--- config.mk ---
export PLATFORM = sky130hd
export DESIGN_NAME = id_operand_fetch
export DESIGN_NICKNAME = d
export VERILOG_FILES = /design/src/rtl/id_operand_fetch.sv
export SDC_FILE = /design/constraint.sdc
export NUM_CORES = 2
export LEC_CHECK = 0
export CORE_MARGIN = 3
export CORE_UTILIZATION = 35
export CTS_CLUSTER_DIAMETER = 200
export DETAILED_ROUTE_END_ITERATION = 10
export PLACE_DENSITY = 0.56
export SYNTH_ARGS = -nofsm -noshare
export SYNTH_HDL_FRONTEND = slang
export SYNTH_SLANG_ARGS = --single-unit
--- constraint.sdc ---
create_clock -name clk -period 11.62 [get_ports clk]
set_input_delay 2.905 -clock clk [delete_from_list [all_inputs] [get_ports clk]]
set_output_delay 2.905 -clock clk [all_outputs]
set_load 0.02 [all_outputs]
--- src/rtl/id_operand_fetch.sv ---
// Decode-stage operand fetch: 32xDW register file, EX/MEM/WB forwarding, hazard stall, ID/EX register.
// Define OPFETCH_FORWARD_EN for full forwarding (load-use stalls only); otherwise only the WB bypass exists.
module id_opf_src #(
  parameter int DW = 32
) (
  input  logic [4:0]    i_n,
  input  logic          i_used,
  input  logic          i_ex_we,
  input  logic [4:0]    i_ex_waddr,
  input  logic [DW-1:0] i_ex_wdata,
  input  logic          i_mem_we,
  input  logic [4:0]    i_mem_waddr,
  input  logic [DW-1:0] i_mem_wdata,
  input  logic          i_wb_we,
  input  logic [4:0]    i_wb_waddr,
  input  logic [DW-1:0] i_wb_wdata,
  input  logic [DW-1:0] i_rf_rd,
  output logic [DW-1:0] o_val,
  output logic          o_ex_hit,
  output logic          o_mem_hit
);
  logic w_nz, w_wb_hit;

  assign w_nz      = (i_n != 5'd0);
  assign o_ex_hit  = i_used & w_nz & i_ex_we  & (i_ex_waddr  == i_n);
  assign o_mem_hit = i_used & w_nz & i_mem_we & (i_mem_waddr == i_n);
  assign w_wb_hit  = i_used & w_nz & i_wb_we  & (i_wb_waddr  == i_n);

`ifdef OPFETCH_FORWARD_EN
  // Youngest producer wins.
  always_comb begin
    o_val = i_rf_rd;
    if (!w_nz)          o_val = '0;
    else if (o_ex_hit)  o_val = i_ex_wdata;
    else if (o_mem_hit) o_val = i_mem_wdata;
    else if (w_wb_hit)  o_val = i_wb_wdata;
  end
`else
  logic w_unused_fwd;
  assign w_unused_fwd = ^{i_ex_wdata, i_mem_wdata};

  always_comb begin
    o_val = i_rf_rd;
    if (!w_nz)         o_val = '0;
    else if (w_wb_hit) o_val = i_wb_wdata;
  end
`endif
endmodule

module id_operand_fetch #(
  parameter int DW = 32
) (
  input  logic          clk,
  input  logic          rst,
  input  logic [4:0]    r1,
  input  logic [4:0]    r2,
  input  logic          r1_used,
  input  logic          r2_used,
  input  logic          id_valid,
  input  logic          flush,
  input  logic          ex_hold,
  input  logic          ex_we,
  input  logic [4:0]    ex_waddr,
  input  logic [DW-1:0] ex_wdata,
  input  logic          ex_is_load,
  input  logic          mem_we,
  input  logic [4:0]    mem_waddr,
  input  logic [DW-1:0] mem_wdata,
  input  logic          wb_we,
  input  logic [4:0]    wb_waddr,
  input  logic [DW-1:0] wb_wdata,
  output logic          stall_id,
  output logic          ex_valid,
  output logic [4:0]    ex_r1,
  output logic [4:0]    ex_r2,
  output logic [DW-1:0] ex_rv1,
  output logic [DW-1:0] ex_rv2
);
  localparam int NSRC = 2;

  logic [DW-1:0] r_rf [32];

  logic [NSRC-1:0][4:0]    w_n;
  logic [NSRC-1:0]         w_used;
  logic [NSRC-1:0][DW-1:0] w_val;
  logic [NSRC-1:0]         w_ex_hit;
  logic [NSRC-1:0]         w_mem_hit;
  logic                    w_stall;

  assign w_n    = {r2, r1};
  assign w_used = {r2_used, r1_used};

  for (genvar g = 0; g < NSRC; g++) begin : g_src
    id_opf_src #(.DW(DW)) u_src (
      .i_n        (w_n[g]),
      .i_used     (w_used[g]),
      .i_ex_we    (ex_we),
      .i_ex_waddr (ex_waddr),
      .i_ex_wdata (ex_wdata),
      .i_mem_we   (mem_we),
      .i_mem_waddr(mem_waddr),
      .i_mem_wdata(mem_wdata),
      .i_wb_we    (wb_we),
      .i_wb_waddr (wb_waddr),
      .i_wb_wdata (wb_wdata),
      .i_rf_rd    (r_rf[w_n[g]]),
      .o_val      (w_val[g]),
      .o_ex_hit   (w_ex_hit[g]),
      .o_mem_hit  (w_mem_hit[g])
    );
  end

`ifdef OPFETCH_FORWARD_EN
  logic w_unused_mem;
  assign w_unused_mem = |w_mem_hit;
  // Hits already require a nonzero source, so ex_waddr != 0 is implied.
  assign w_stall = id_valid & ex_is_load & (|w_ex_hit);
`else
  logic w_unused_ld;
  assign w_unused_ld = ex_is_load;
  assign w_stall = id_valid & ((|w_ex_hit) | (|w_mem_hit));
`endif

  assign stall_id = w_stall;

  always_ff @(posedge clk) begin
    if (rst) begin
      for (int i = 0; i < 32; i++) r_rf[i] <= '0;
    end else if (wb_we && wb_waddr != 5'd0) begin
      r_rf[wb_waddr] <= wb_wdata;
    end
  end

  logic          r_ex_valid;
  logic [4:0]    r_ex_r1, r_ex_r2;
  logic [DW-1:0] r_ex_rv1, r_ex_rv2;

  always_ff @(posedge clk) begin
    if (rst) begin
      r_ex_valid <= 1'b0;
      r_ex_r1    <= '0;
      r_ex_r2    <= '0;
      r_ex_rv1   <= '0;
      r_ex_rv2   <= '0;
    end else if (flush) begin
      r_ex_valid <= 1'b0;
    end else if (ex_hold) begin
      r_ex_valid <= r_ex_valid;
    end else if (w_stall) begin
      r_ex_valid <= 1'b0;
    end else begin
      r_ex_valid <= id_valid;
      r_ex_r1    <= r1;
      r_ex_r2    <= r2;
      r_ex_rv1   <= w_val[0];
      r_ex_rv2   <= w_val[1];
    end
  end

  assign ex_valid = r_ex_valid;
  assign ex_r1    = r_ex_r1;
  assign ex_r2    = r_ex_r2;
  assign ex_rv1   = r_ex_rv1;
  assign ex_rv2   = r_ex_rv2;
endmodule

==> summary.txt <==
Power
  – Clk pwr share: 40.9%
  – P per Cell Area: 147 nW/um^2
  – Power, Total: 9.95 mW
  – Combinational share of power: 12.1%
  – Sw frac: 26.4%
  – Maximum vdd drop: between 100 and 150 uV
  – Power Internal: 7.32 mW
  – Lkg Pwr: 25.1 nW
  – Sequential share of power: roughly 47%
  – P_sw: 2.63 mW

Yosys
  – Yosys warns: 0
  – Post-synthesis instance total: 5008
  – Syn_area_per_cell: ~12 sq um
  – Mapped Area: 59400 sq um
  – Most common cell in the netlist: edfxtp_1
  – Asr flop ratio synth: 0%
  – Yosys top cell area share: 51.8%
  – Commonest cells in the netlist: 1024 x edfxtp_1, 995 x and2_1, 939 x mux2i_1
  – Yosys cell types: 47
  – Yosys top cell by area: edfxtp_1
  – Number of enable flip-flop cells after synthesis: 1024
  – Commonest register cell after synthesis: edfxtp_1
  – Register bit total from synthesis: roughly 1100
  – Post-synthesis sequential area ratio: between 50 and 60%
  – Top cells by area, synth: edfxtp_1 52%, mux2i_1 16%, and2_1 10%

Routing
  – DRC Markers: 0
  – Via count: 44710
  – Detail Route Antenna Nets: 0
  – Initial DRC Count: between 5000 and 6000
  – Initial DRT Pass Iterations: 6
  – Mean number of vias per cell: 6.16
  – Avg WL per Cell: 34.5 um
  – Post-Route WL: 250 mm

Placement
  – Cell area after placement: 63400 sq um
  – I/O Buffers: 142
  – Dpl ws: around 1800 ps
  – GP Congestion: 0.875
  – Final HPWL DP: roughly 140 mm

Clock tree
  – Hold Buf Count CTS: 0
  – CTS resizes: 0
  – Clock buffer count from CTS: ~130
  – CTS tree: built
  – CTS max path bufs: 3
  – Total setup buffers inserted after CTS: 0
  – H-tree levels: 4
  – CTS sink count: 1099
  – Clock Pin Slew Worst Setup and Hold Paths: 60 ps
  – Clock Latency Late Sink: 770 ps
  – Root Buffer: clkbuf_16

Global route
  – Pin count of the biggest net entering global routing: 129
  – Total global routing overflow: 0
  – GRT Total Usage: 27.9%
  – Via count of the first global-routing pass: 43260
  – First-pass GRT wire length: around 340 mm
  – Initial antenna violation count: 24

Die
  – Die area: 175000 sq um
  – Total core area: ~170000 sq um
  – DIE WIDTH: 418 um
  – Die extent in y: 418 um
  – Initial core utilization: 35.4%
  – Rows: 150
  – Io pins: approximately 210

Finish
  – Area delta synth->final: 13.8%
  – Layout cells sized above 1: roughly 9.7%
  – Final Net Count: 5070
  – Filler cells: 15819
  – Layout Cell Area excl Fill: 67600 sq um
  – Sequential cell area: 32300 sq um
  – Multi-input gate area in the final layout: 25800 sq um

Worst hold path
  – Worst min path class: reg -> reg

STA
  – F_max: 101 MHz
  – Final setup TNS: 0 ps
  – RSZ-0062 raised after global routing: false
  – Hold Fails Final Rpt: 0
  – Fin Hold WS: 482 ps
  – Setup WS post-layout: 1740 ps
  – Actual slew at the worst max-slew pin: 1330 ps
  – Fin crit share: between 80% and 90%
  – Setup violations, final: 0
  – Relative slew margins: 10.9%
  – Final Skew: approximately 28 ps
  – Crit path time final: 9880 ps
  – Slew Viols, Final: 0

Critical path
  – Critical path launch point type: primary input
  – Worst Path Required: 8720 ps
  – Critical Path AT: ~7000 ps
  – Crit-path max FO: 26
  – Crit. End Element: output port
  – WS Path Type: in -> out

Run
  – Max cap viols: 0

Run status
  – Status: complete, no violations
==> layout make-up <==
type | instances | area share, %
sequential | 1099 | 47.7
timing repair buffer | 287 | 3.78
multi-input combinational | 3418 | 38.2
tap | 2204 | 4.08
clock inverter | 53 | 0.570
clock buffer | 185 | 5.63
inverter | 1 | 0.00926
antenna | 11 | 0.0407
==> logic make-up (layout without fill, tap and decap cells) <==
| family | Yosys count | count (layout) | share of synthesized area [%] |
|---|---|---|---|
| other cells | 1 | 43 | 0.00632 |
| flops | 1099 | 1099 | 54.3 |
| xor+xnor | 30 | 30 | 0.443 |
| compound gates | 739 | 739 | 8.38 |
| buf+inv | 522 | 526 | 3.62 |
| simple gates | 1619 | 1619 | 15.4 |
| mux | 998 | 998 | 17.8 |
==> through the flow <==
step / util (%) / instances
6_report: 40.3 / 7258
5_1_grt: 40.3 / 7250
4_1_cts: 40.3 / 7247
3_5_place_dp: 37.8 / 7009
3_3_place_gp: 37.8 / 7009
2_1_floorplan: - / 5039
==> layer usage <==
metal | part of all wire [%] | track usage (%) | up-vias
li1 | - | - | 18436
met1 | 40 | 37.3 | 22842
met2 | 45 | 42.7 | 2756
met3 | 9.7 | 5.39 | 670
met4 | 5.8 | 15.3 | 6
met5 | 0.016 | 0 | -
==> state kept, by name, indices dropped and copies added (netlist names) <==
name and flops:
ex_rv2 32, ex_rv1 32, ex_r1 5, ex_valid 1, ex_r2 5, r_rf 1024
==> worst max-delay path, stage by stage <==
cell             delay [ps]
clkdlybuf4s50_1         860
xnor2_1                 360
nand4_1                 140
nor4_1                  540
o211a_4                 520
or2_2                   850
clkdlybuf4s50_1         770
==> power by group through the flow <==
| stage | clock [mW] | combinational (mW) | sequential (mW) |
|---|---|---|---|
| detailed placement | 0 | 1.18 | 4.74 |
| CTS | 4.10 | 1.18 | 4.66 |
| global placement | 0 | 1.18 | 4.73 |
| floorplan | 0 | 0.665 | 4.74 |
| finish | 4.07 | 1.21 | 4.67 |
| global route | 4.25 | 1.25 | 4.69 |
==> worst paths after layout <==
check | from | end | slack, ps | depth (start not counted)
setup reg to reg | r_rf[27][27]$_SDFFCE_PN0P_ | ex_rv1[27]$_SDFFE_PP0P_ | 9700 | 5
hold / removal | ex_r1[0]$_SDFFE_PP0P_ | ex_r1[0]$_SDFFE_PP0P_ | 480 | 2
hold reg to reg | ex_r1[0]$_SDFFE_PP0P_ | ex_r1[0]$_SDFFE_PP0P_ | 480 | 2
setup / recovery | r1[4] | stall_id | 1740 | 7
==> cells in the final DEF, fill, tap and decap left out, types with 8 or more instances in the layout <==
cell type / instances
a22oi_1: 283
o22ai_1: 24
mux4_2: 45
xnor2_1: 18
clkbuf_1: 31
a32oi_1: 8
o41ai_1: 51
and2_1: 993
nor3_1: 15
nand3_1: 212
diode_2: 11
edfxtp_1: 1024
clkinv_1: 22
mux2i_1: 939
conb_1: 32
buf_4: 143
o311ai_0: 51
a21oi_1: 190
o21ai_4: 31
nand4_1: 67
clkbuf_8: 15
o31ai_1: 10
xor2_1: 12
clkinv_2: 19
o21ai_0: 53
dfxtp_1: 75
nor2_4: 37
clkbuf_16: 139
clkdlybuf4s50_1: 137
nor2_1: 60
mux2_2: 14
a31oi_1: 13
nand2_1: 193
No activity file was read; power rests on OpenSTA's default activity.
